**config.mk**
```make
export PLATFORM = sky130hd
export DESIGN_NAME = serial_add_1007
export DESIGN_NICKNAME = d
export VERILOG_FILES = /design/src/rtl/serial_add_1007.sv
export SDC_FILE = /design/constraint.sdc
export NUM_CORES = 1
export LEC_CHECK = 0
export ABC_AREA = 0
export CORE_MARGIN = 4
export CORE_UTILIZATION = 55
export DETAILED_ROUTE_END_ITERATION = 8
export DONT_BUFFER_PORTS = 1
export GPL_TIMING_DRIVEN = 0
export PLACE_DENSITY_LB_ADDON = 0.05
export REMOVE_ABC_BUFFERS = 1
export SETUP_SLACK_MARGIN = 0.4
export SYNTH_ARGS = -nofsm -noshare
export SYNTH_HDL_FRONTEND = slang
export SYNTH_SLANG_ARGS = --single-unit
```
**constraint.sdc**
```tcl
create_clock -name clk -period 1.5 [get_ports clk]
set_input_delay 0.3 -clock clk [delete_from_list [all_inputs] [get_ports clk]]
set_output_delay 0.3 -clock clk [all_outputs]
set_load 0.01 [all_outputs]
```
**src/rtl/serial_add_1007.sv**
```systemverilog
// serial_add_1007: bit-serial adder that produces one result bit per SHIFT cycle, LSB first.
// Defining SERIAL_ADD_1007_OVF_EN adds the two's-complement overflow output ovf.
module serial_add_1007 #(
  parameter int unsigned WIDTH = 8
) (
  input  logic             clk,
  input  logic             rst,
  input  logic             start,
  input  logic [WIDTH-1:0] a_in,
  input  logic [WIDTH-1:0] b_in,
  output logic             busy,
  output logic             done,
  output logic [WIDTH-1:0] sum,
  output logic             cout
`ifdef SERIAL_ADD_1007_OVF_EN
  ,
  output logic             ovf
`endif
);

  localparam int unsigned CW = $clog2(WIDTH + 1);

  typedef enum logic [1:0] {
    IDLE,
    SHIFT,
    DONE
  } state_t;

  state_t           state_q, state_d;
  logic [WIDTH-1:0] a_q, a_d;
  logic [WIDTH-1:0] b_q, b_d;
  logic [WIDTH-2:0] res_q, res_d;
  logic [WIDTH-1:0] sum_q, sum_d;
  logic             cy_q, cy_d;
  logic             cout_q, cout_d;
  logic [CW-1:0]    cnt_q, cnt_d;

  logic             hs_w;
  logic             bit_w;
  logic             carry_w;
  logic [WIDTH-1:0] shift_w;

`ifdef SERIAL_ADD_1007_OVF_EN
  logic a_msb_q, a_msb_d;
  logic b_msb_q, b_msb_d;
  logic ovf_q, ovf_d;
`endif

  // Full adder built from two half adders and an OR.
  always_comb begin
    hs_w    = a_q[0] ^ b_q[0];
    bit_w   = hs_w ^ cy_q;
    carry_w = (a_q[0] & b_q[0]) | (cy_q & hs_w);
    // res_q holds the WIDTH-1 bits already produced; the new bit lands on top.
    shift_w = {bit_w, res_q};
  end

  always_comb begin
    state_d = state_q;
    a_d     = a_q;
    b_d     = b_q;
    res_d   = res_q;
    sum_d   = sum_q;
    cy_d    = cy_q;
    cout_d  = cout_q;
    cnt_d   = cnt_q;
`ifdef SERIAL_ADD_1007_OVF_EN
    a_msb_d = a_msb_q;
    b_msb_d = b_msb_q;
    ovf_d   = ovf_q;
`endif
    unique case (state_q)
      IDLE: begin
        if (start) begin
          a_d     = a_in;
          b_d     = b_in;
          res_d   = '0;
          cy_d    = 1'b0;
          cnt_d   = '0;
          state_d = SHIFT;
`ifdef SERIAL_ADD_1007_OVF_EN
          a_msb_d = a_in[WIDTH-1];
          b_msb_d = b_in[WIDTH-1];
`endif
        end
      end
      SHIFT: begin
        a_d   = a_q >> 1;
        b_d   = b_q >> 1;
        cy_d  = carry_w;
        res_d = shift_w[WIDTH-1:1];
        cnt_d = cnt_q + CW'(1);
        if (cnt_q == CW'(WIDTH - 1)) begin
          sum_d   = shift_w;
          cout_d  = carry_w;
          state_d = DONE;
`ifdef SERIAL_ADD_1007_OVF_EN
          ovf_d   = (a_msb_q == b_msb_q) && (bit_w != a_msb_q);
`endif
        end
      end
      DONE: begin
        state_d = IDLE;
      end
      default: begin
        state_d = IDLE;
      end
    endcase
  end

  always_ff @(posedge clk or posedge rst) begin
    if (rst) begin
      state_q <= IDLE;
      a_q     <= '0;
      b_q     <= '0;
      res_q   <= '0;
      sum_q   <= '0;
      cy_q    <= 1'b0;
      cout_q  <= 1'b0;
      cnt_q   <= '0;
    end else begin
      state_q <= state_d;
      a_q     <= a_d;
      b_q     <= b_d;
      res_q   <= res_d;
      sum_q   <= sum_d;
      cy_q    <= cy_d;
      cout_q  <= cout_d;
      cnt_q   <= cnt_d;
    end
  end

`ifdef SERIAL_ADD_1007_OVF_EN
  always_ff @(posedge clk or posedge rst) begin
    if (rst) begin
      a_msb_q <= 1'b0;
      b_msb_q <= 1'b0;
      ovf_q   <= 1'b0;
    end else begin
      a_msb_q <= a_msb_d;
      b_msb_q <= b_msb_d;
      ovf_q   <= ovf_d;
    end
  end

  assign ovf = ovf_q;
`endif

  assign busy = (state_q == SHIFT);
  assign done = (state_q == DONE);
  assign sum  = sum_q;
  assign cout = cout_q;

endmodule

```
* Yosys cells after proc, flatten, opt, wreduce, memory -nomap -nowiden
Cells that the tools add are included.
Cells by class: $add $sub $neg 1, equal/unequal tests 5, muxes and demuxes 13, bitwise gates (word level) 5, reduce and logical (&&, ||, !) cells 5
Operators by type and width (count):
- $pmux W8 S2 | 2
- $mux W8 | 2
- $pmux W7 S2 | 1
- $pmux W4 S2 | 1
- $mux W7 | 1
- $reduce_and A2 Y1 | 3
- $add A4 B1 Y4 const B | 1
- $eq A4 B3 Y1 const B | 1
- $mux W2 | 2
- $mux W4 | 1
- $pmux W2 S2 | 1
- $and A1 B1 Y1 | 2
- $eq A2 B1 Y1 const B | 1
- $eq A2 B2 Y1 const B | 1
- $logic_not A2 Y1 | 1
- $ne A2 B1 Y1 const B | 1
- $ne A2 B2 Y1 const B | 1
- $pmux W1 S2 | 1
- $reduce_bool A2 Y1 | 1
- $xor A1 B1 Y1 | 2
- $mux W1 | 1
- $or A1 B1 Y1 | 1
Storage, ports and cells: register bits 39, bits of input ports 19, output and inout port bits 11, word-level logic and storage cells 37

* Logic depth before layout (Yosys ltp)
Gate-level depths: netlist of the first run.
depth after elaboration 4, depth in mapped cells 6

* Least setup slack after synthesis of the first run
No wires, ideal clock.
path kind register to register, start register state_q[1], end register cout_q, in the netlist cout, setup time 125 ps, arrival 1262 ps, slack 113 ps, stages on the path, launching flop included 6, cell sequence dfrtp_1 -> buf_2 -> nor2b_4 -> nor3b_2 -> buf_4 -> mux2_2
On the way: longest elaborated chain between the ends 2
Ends and longest elaborated chain:
- start: declaration | RTL line 29 | state_t state_q, state_d;
- start signal: assignment | RTL line 122 | state_q <= state_d;
- $eq A2 B1 Y1 | RTL line 72 | unique case (state_q)
- $reduce_and A2 Y1 (no line)
- end signal: assignment | RTL line 128 | cout_q <= cout_d;
- end: declaration | RTL line 35 | logic cout_q, cout_d;
Every way passes these cells. A chain may end at the register's enable or synchronous reset.

* Worst setup path after layout of the first run
start register state_q[0], end register sum_q[0], in the netlist sum[0]
On the way: longest elaborated chain between the ends 2
Ends and longest elaborated chain:
- $eq A2 B1 Y1
- via busy | RTL line 11 | output logic busy,
- $reduce_and A2 Y1 (no line)
- end signal: assignment | RTL line 126 | sum_q <= sum_d;
- end: declaration | RTL line 33 | logic [WIDTH-1:0] sum_q, sum_d;
The timed path passes the listed nets, and every way through them passes these cells.

==> results of run 1 <==
[report_power, final]
group	switching, W	internal (W)	leakage (nW)	total (W)
clock	0.000355	0.000394	0.0482	0.000749
combinational	0.000856	0.00116	0.676	0.00202
sequential	0.000398	0.00145	0.508	0.00184
total	0.00161	0.00300	1.23	0.00461
[per-layer routing]
layer / vias to the layer above / wire length [µm] / track usage (%)
met4: 0 / 148 / 8.89
met2: 60 / 2310 / 40.9
met5: - / 0 / 0
li1: 578 / - / -
met3: 18 / 289 / 8.70
met1: 654 / 1740 / 26.0
[metrics by stage]
stage	cells	power, W
2_1_floorplan	135	0.00245
3_3_place_gp	166	0.00262
3_5_place_dp	167	0.00271
4_1_cts	199	0.00420
5_1_grt	204	0.00485
6_report	204	0.00461
[logic make-up after synthesis]
group           Yosys count
compound gates           44
fa+ha+maj                 2
buf+inv                  13
flops                    39
mux                      11
simple gates             37
[worst reg2reg max path, stage by stage, from the launching register on]
cell	delay, ps
dfrtp_4	440
nor2b_4	300
nor3b_4	300
buf_6	180
mux2_4	300
[cell type report]
type                       count  area (µm²)  share of cell area, %
clock buffer                   6        51.3                   2.14
clock inverter                 2        35.0                   1.46
inverter                       2        7.51                  0.313
multi-input combinational     95         897                   37.4
sequential                    39         981                   40.9
tap                           31        38.8                   1.62
timing repair buffer          29         389                   16.2
[what timing repair did]
action / CTS / global route
cloned: 6 / 0
pin swaps: 17 / 16
endpoints found under the hold margin: 39 / 0
endpoints found under the setup margin: 41 / 50
buffers inserted: 18 / 5
resized for setup: 63 / 31
[registers in the layout (all words and copies together) (netlist names)]
signal and flops:
a_q 8, b_q 8, sum 8, res_q 7
cnt_q 4, state_q 2, cout 1, cy_q 1
[worst min-delay path by stage]
stage / slack, ps / to / depth (start not counted)
after CTS: -10 / sum[3] / 1
after global routing: 5 / sum[3] / 1
final: -50 / cnt_q[0] / 1
after detailed placement: 370 / b_q[4] / 1
after floorplan: 430 / a_q[7] / 1
after global placement: 440 / a_q[7] / 1
[cell usage in the layout (no fill, tap or decap), types with 4 or more instances in the layout]
cell type	synthesis	routed
mux2_4	0	9
nand2_4	0	6
o21ai_1	0	5
nand2_2	0	8
buf_12	0	4
dfrtp_1	39	37
and3b_1	14	14
a21oi_2	0	6
clkbuf_4	0	5
buf_4	1	6
o21ai_2	0	9
a22o_1	12	12
buf_6	0	13
a21oi_1	16	8
==> flow_summary.ini, run 1 <==
[status]
outcome = complete, but fails checks
violations = hold timing, setup timing

[critical_path]
r2r_slack_ps = -120
r2r_cells = 4
reg2reg_to = sum[0]
startpoint = state_q[0]
worst-path-max-fanout = 7
worst-path-stages = 4
worstSetupEndpointType = register
max_stage_delay_ps = 440
path_cells = nor2b_4 -> nor3b_4 -> buf_6 -> mux2_4
cpLargestDelayFamily = simple AND/OR/NAND/NOR gates
worstPathArrival_ps = 1880
crit_end = sum[0]
r2r-start = state_q[0]
required_ps = 1760
path_class = reg2reg
start_kind = register
path_buf_inv = 1
slowest_stage = dfrtp_4

[timing]
hold_violations = 39
worst_slack_ps = -124
setup-tns-final_ps = -2580
finalHoldWorstSlack_ps = -46.9
rsz0062_at_grt = yes
worstMarginPinSlew_ps = 796
slew_headroom_pct = 46.9
timing.fmax_ghz = 0.616
slew_viol_final = 0
fin_crit_ps = 1620
fin_crit_sh_pct = 108
finClkSkew_ps = 12.6
setup_viol = 37

[floorplan]
rows = 19
dieHeight_um = 63.6
io_pins = 30
die-width_um = 63.6
start_util_pct = 59.6
core_um2 = 2850
fp.dieArea_um2 = 4050

[yosys]
synth_edf_count = 0
yosys.area_share.simple_pct = 14.0
synth.avg_cell_area_um2 = 11.7
synth-xor-area-share_pct = 0
async_flop_share_pct = 100
ys.flop_type = dfrtp_1
syn-cell-area_um2 = 1700
ys_seq_elements = 39
synth_top_area_cell = dfrtp_1
yosysWarnings = 0
synth_top_family_by_area = compound AO/OA/AOI/OAI gates
synth_most_common_cell = dfrtp_1
ys_seq_area_share_pct = 57.4
yosysTopAreaCellShare_pct = 57.4
ys_top_cells_by_count = dfrtp_1 (39), a21oi_1 (16), nand2_1 (15)
synthesis.instances = 146
ys_types = 22
synth_fa_ha_area_share_pct = 1.91
synthTopCellsByArea = dfrtp_1 (57%), mux2_2 (7.3%), and3b_1 (7.2%), a22o_1 (6.2%), a21oi_1 (4.7%)
synth-compound-area-share_pct = 15.9
synthMuxAreaShare_pct = 7.28

[cells_and_area]
final_core_util_pct = 84.1
design_area_um2 = 2400
antennaDiodeCount = 0
nets = 193
area_growth_pct = 41.0
drive_above_1_share_pct = 51.4
nFillCells = 156

[clock_network]
htreeDepth = 2
clk_path_buf_depth = 2
cts.sinks = 39
cts_made_buffers = 5
clk_latency_ps = 360
path_clk_slew_ps = 120
tritoncts = done
cts-root-buf = clkbuf_4

[run]
maxCapViolations = 0

[grt]
grt_max_degree = 40
grtUsageTotal_pct = 23.5
grt_pass1_vias = 1433
grt_pass1_wl_um = 7130
grt-ovfl-total = 0
antenna_found_initial = 0

[placed_design]
post_dp_cell_area_um2 = 1710
portBuffers = 0
place_ws_ps = -1230
dp_hpwl_um = 1870
place.gp.congestion = 0.657

[power_and_ir_drop]
power_leakage_nw = 1.23
vdd_drop_max_mv = 1.03
power.density_nw_per_um2 = 1920

[routing]
vias_per_cell = 6.42
first_pass_iters = 5
via_count = 1310
drcViolationCount = 0
ant_nets = 0
route.detailed.wl_per_inst_um = 22.0
routed_wl_um = 4480
drt_iter0_markers = 83

[worst_hold_path]
hold_class = in2async
Power figures use the tool's default switching activity.
==> run 2: changes to the inputs <==
--- a/config.mk
+++ b/config.mk
@@ -6,10 +6,10 @@
 export NUM_CORES = 1
 export LEC_CHECK = 0
 export ABC_AREA = 0
+export BUFFER_PORTS_ARGS = -buffer_cell sky130_fd_sc_hd__buf_2
 export CORE_MARGIN = 4
-export CORE_UTILIZATION = 55
+export CORE_UTILIZATION = 54
 export DETAILED_ROUTE_END_ITERATION = 8
-export DONT_BUFFER_PORTS = 1
 export GPL_TIMING_DRIVEN = 0
 export PLACE_DENSITY_LB_ADDON = 0.05
 export REMOVE_ABC_BUFFERS = 1
==> flow_summary.ini, run 2 (same netlist as run 1, synthesis figures left out) <==
[routing]
ant_nets = 0
drt_iter0_markers = 70
via_count = 1444
route.detailed.wl_per_inst_um = 18.3
first_pass_iters = 4
vias_per_cell = 5.58
drcViolationCount = 0
routed_wl_um = 4730

[power_and_ir_drop]
power_frac_clock_pct = 13.3
power.internal_w = 0.00309
p_switching_w = 0.00163
power.density_nw_per_um2 = 1830
p_sw_share_pct = 34.5
combPwrFrac_pct = 49.0
power_leakage_nw = 1.37
vdd_drop_max_mv = 0.990
p_seq_share_pct = 37.7

[critical_path]
startpoint = state_q[0]
worstPathArrival_ps = 1870
r2r_slack_ps = -130
cpLargestDelayFamily = simple AND/OR/NAND/NOR gates
required_ps = 1740
path_class = reg2reg
worst-path-stages = 5
r2r-start = state_q[0]
crit_end = sum[5]
slowest_stage = dfrtp_4
worstSetupEndpointType = register
start_kind = register
r2r_cells = 5
path_cells = nor2b_4 -> nor3b_4 -> buf_6 -> buf_12 -> mux2_4
worst-path-max-fanout = 5
reg2reg_to = sum[5]
path_buf_inv = 2
max_stage_delay_ps = 470

[cells_and_area]
final_cell_mix = dfrtp_1 (37), buf_2 (28), buf_4 (22)
multi_input_area_um2 = 818
final_common_cell = dfrtp_1
register_area_um2 = 981
nFillCells = 165
drive_above_1_share_pct = 54.9
layoutNonFillerInstCount = 259
antennaDiodeCount = 0
final_core_util_pct = 85.0
nets = 235
area_growth_pct = 51.3

[timing]
setup-tns-final_ps = -1300
slew_viol_final = 0
finClkSkew_ps = 11.6
setup_viol = 19
fin_crit_sh_pct = 108
worst_slack_ps = -127
timing.fmax_ghz = 0.615
finalHoldWorstSlack_ps = 150
slew_headroom_pct = 36.0
rsz0062_at_grt = yes
hold_violations = 0
fin_crit_ps = 1630
worstMarginPinSlew_ps = 959

[grt]
grt-busiest-layer = met2
grt_pass1_wl_um = 7160
grt_use_met3_pct = 5.10
grtUsageTotal_pct = 23.5
grt_pass1_vias = 1492
grtUsageMet2_pct = 40.1
grt-ovfl-total = 0
antenna_found_initial = 0
grt_max_degree = 24
grt_util_met1_pct = 27.2

[clock_network]
tritoncts = done
path_clk_slew_ps = 120
htreeDepth = 2
cts-root-buf = clkbuf_4
clk_latency_ps = 350
clk_path_buf_depth = 2
cts_made_buffers = 5
cts.sinks = 39

[run]
maxCapViolations = 0

[status]
outcome = complete, but fails checks
violations = setup timing

[placed_design]
post-place-cells = 210
place.gp.congestion = 0.663
portBuffers = 29
dp_hpwl_um = 2010
place_ws_ps = -1180

[floorplan]
dieHeight_um = 64.1
start_util_pct = 56.2
die-width_um = 64.1
fp.dieArea_um2 = 4110
rows = 20
io_pins = 30
core_um2 = 3030

[worst_hold_path]
hold_class = in2async
-- run 2: changes by cell type in the layout (fill, tap and decap cells not counted), moves of 5 or more --
cell     change
buf_2       +27
buf_4       +16
a21oi_1      +7
a21oi_2      -6
o21ai_1      +5
o21ai_2      -5
-- run 2: power groups by stage --
stage                     Clock [W]  Sequential [W]  Combinational [W]
final                      0.000627         0.00178            0.00231
after global routing       0.000678         0.00182            0.00247
after CTS                  0.000621         0.00169            0.00187
after detailed placement          0         0.00178            0.00106
after global placement            0         0.00175           0.000981
after floorplan                   0         0.00175           0.000701
-- run 2: stage by stage --
stage	instance area [µm²]	power, W
finish	2570	0.00472
global route	2570	0.00497
CTS	2360	0.00418
detailed placement	1890	0.00284
global placement	1850	0.00274
floorplan	1650	0.00245
-- run 2: how the worst min path moves through the flow --
stage	end	slack (ps)	cells after the start
after floorplan	a_q[7]	430	1
after global placement	a_q[1]	460	2
after detailed placement	a_q[1]	470	2
after CTS	a_q[7]	160	2
after global routing	b_q[7]	160	2
final	cout	150	2
-- run 2: layout make-up --
type | instances | area share [%]
clock buffer | 8 | 2.67
multi-input combinational | 94 | 31.8
inverter | 2 | 0.292
tap | 44 | 2.14
sequential | 39 | 38.1
timing repair buffer | 72 | 25.0
-- run 2: what timing repair did --
action,CTS,global route
hold buffers,0,0
pin swaps,7,18
cloned,4,0
gates resized for setup,30,47
endpoints found under the setup margin,50,50
buffers inserted,25,12
-- run 2: metal layers --
layer,share of wire (%),vias up,wire [µm]
met5,0,-,0
li1,-,657,-
met2,52,54,2460
met1,39,714,1860
met3,5.5,19,261
met4,3.3,0,154
==> run 3: changes to the inputs <==
==> constraint.sdc (replaced) <==
create_clock -name clk -period 1.72 [get_ports clk]
set_input_delay 0.344 -clock clk [delete_from_list [all_inputs] [get_ports clk]]
set_output_delay 0.344 -clock clk [all_outputs]
set_load 0.01 [all_outputs]
==> flow_summary.ini, run 3 (same netlist as run 1, synthesis figures left out) <==
[critical_path]
r2r_slack_ps = 150
startpoint = cnt_q[0]
path_class = reg2reg
start_kind = register
worstPathArrival_ps = 1810
required_ps = 1950
r2r-start = cnt_q[0]
worst-path-max-fanout = 5
worstSetupEndpointType = register

[grt]
grt_pass1_vias = 1383
grtUsageMet2_pct = 33.7
grt-ovfl-total = 0
antenna_found_initial = 0
grt_use_met3_pct = 4.57
grt-busiest-layer = met2
grtUsageTotal_pct = 19.8
grt_pass1_wl_um = 6210
grt_max_degree = 24
grt_util_met1_pct = 24.0

[timing]
slew_headroom_pct = 37.7
fin_crit_sh_pct = 91.5
timing.fmax_ghz = 0.635
hold_violations = 0
slew_viol_final = 0
setup_viol = 0
rsz0062_at_grt = yes
worstMarginPinSlew_ps = 933
fin_crit_ps = 1570
finClkSkew_ps = 8.36
setup-tns-final_ps = 0
finalHoldWorstSlack_ps = 187

[cells_and_area]
area_growth_pct = 34.7
drive_above_1_share_pct = 41.9
nFillCells = 218
final_core_util_pct = 75.7
final_cell_mix = dfrtp_1 (37), buf_2 (29), a21oi_1 (15)
antennaDiodeCount = 0
final_common_cell = dfrtp_1
nets = 218

[power_and_ir_drop]
power_leakage_nw = 1.18
vdd_drop_max_mv = 0.804
total_power_w = 0.00353
power.density_nw_per_um2 = 1540

[floorplan]
die-width_um = 64.1
rows = 20
dieHeight_um = 64.1
core_um2 = 3030
io_pins = 30
fp.dieArea_um2 = 4110
start_util_pct = 56.2

[routing]
drcViolationCount = 0
first_pass_iters = 4
via_count = 1288
drt_iter0_markers = 71
route.detailed.wl_per_inst_um = 15.8
routed_wl_um = 3810
ant_nets = 0
vias_per_cell = 5.32

[clock_network]
cts_made_buffers = 5
clk_path_buf_depth = 2
cts.sinks = 39
cts-root-buf = clkbuf_4
clk_latency_ps = 340
htreeDepth = 2
tritoncts = done
path_clk_slew_ps = 120

[status]
outcome = finished clean

[worst_hold_path]
hold_class = in2async

[placed_design]
portBuffers = 29
dp_hpwl_um = 2010
place.gp.congestion = 0.663

[run]
maxCapViolations = 0
==> run 3: changes by cell type in the layout (fill, tap and decap cells not counted), sizes merged <==
cell	previous run	this run
buf	72	54
clkbuf	8	9
==> run 3: metrics by stage <==
stage	worst slack [ps]	instance area (µm²)	instances
after floorplan	-453	1650	135
after global placement	-1120	1850	208
after detailed placement	-955	1890	210
after CTS	214	2210	237
after global routing	104	2290	242
final	146	2290	242
==> run 3: path summary, 6_finish.rpt <==
kind / end / cells after the start
setup / recovery: sum[2] / 6
hold / removal: sum[5] / 2
setup reg to reg: sum[2] / 6
hold reg to reg: a_q[1] / 2
max in group asynchronous: state_q[0] / 3
min in group clk: a_q[7] / 2
==> run 3: report_power, final <==
group          internal (W)  total [W]  switching (W)
Sequential          0.00126    0.00149       0.000234
Clock              0.000241   0.000534       0.000293
Combinational      0.000867    0.00150       0.000638
==> run 3: per-layer routing <==
| layer | vias up | share of wire, % |
|---|---|---|
| met2 | 31 | 50 |
| met4 | 0 | 1.6 |
| met3 | 7 | 4.7 |
| li1 | 618 | - |
| met5 | - | 0 |
| met1 | 632 | 43 |
==> run 3: cell type report <==
type / count / area (µm²) / share of cell area (%)
clock buffer: 8 / 68.8 / 3.00
inverter: 2 / 7.51 / 0.328
timing repair buffer: 55 / 448 / 19.5
sequential: 39 / 981 / 42.8
tap: 44 / 55.1 / 2.40
multi-input combinational: 94 / 732 / 31.9
==> run 3: worst max-delay path, stage by stage (launching register included) <==
cell and delay (ps):
dfrtp_1 380, ha_2 200, nand2_2 80, nor3b_4 260, buf_6 140, buf_12 110
mux2_4 290
==> run 3: timing repair <==
| action | 4_1_cts | 5_1_grt |
|---|---|---|
| hold buffers | 0 | 0 |
| pin swaps | 3 | 3 |
| setup endpoints to repair | 41 | 25 |
| cloned | 1 | 1 |
| setup buffers | 18 | 4 |
| resized for setup | 20 | 21 |
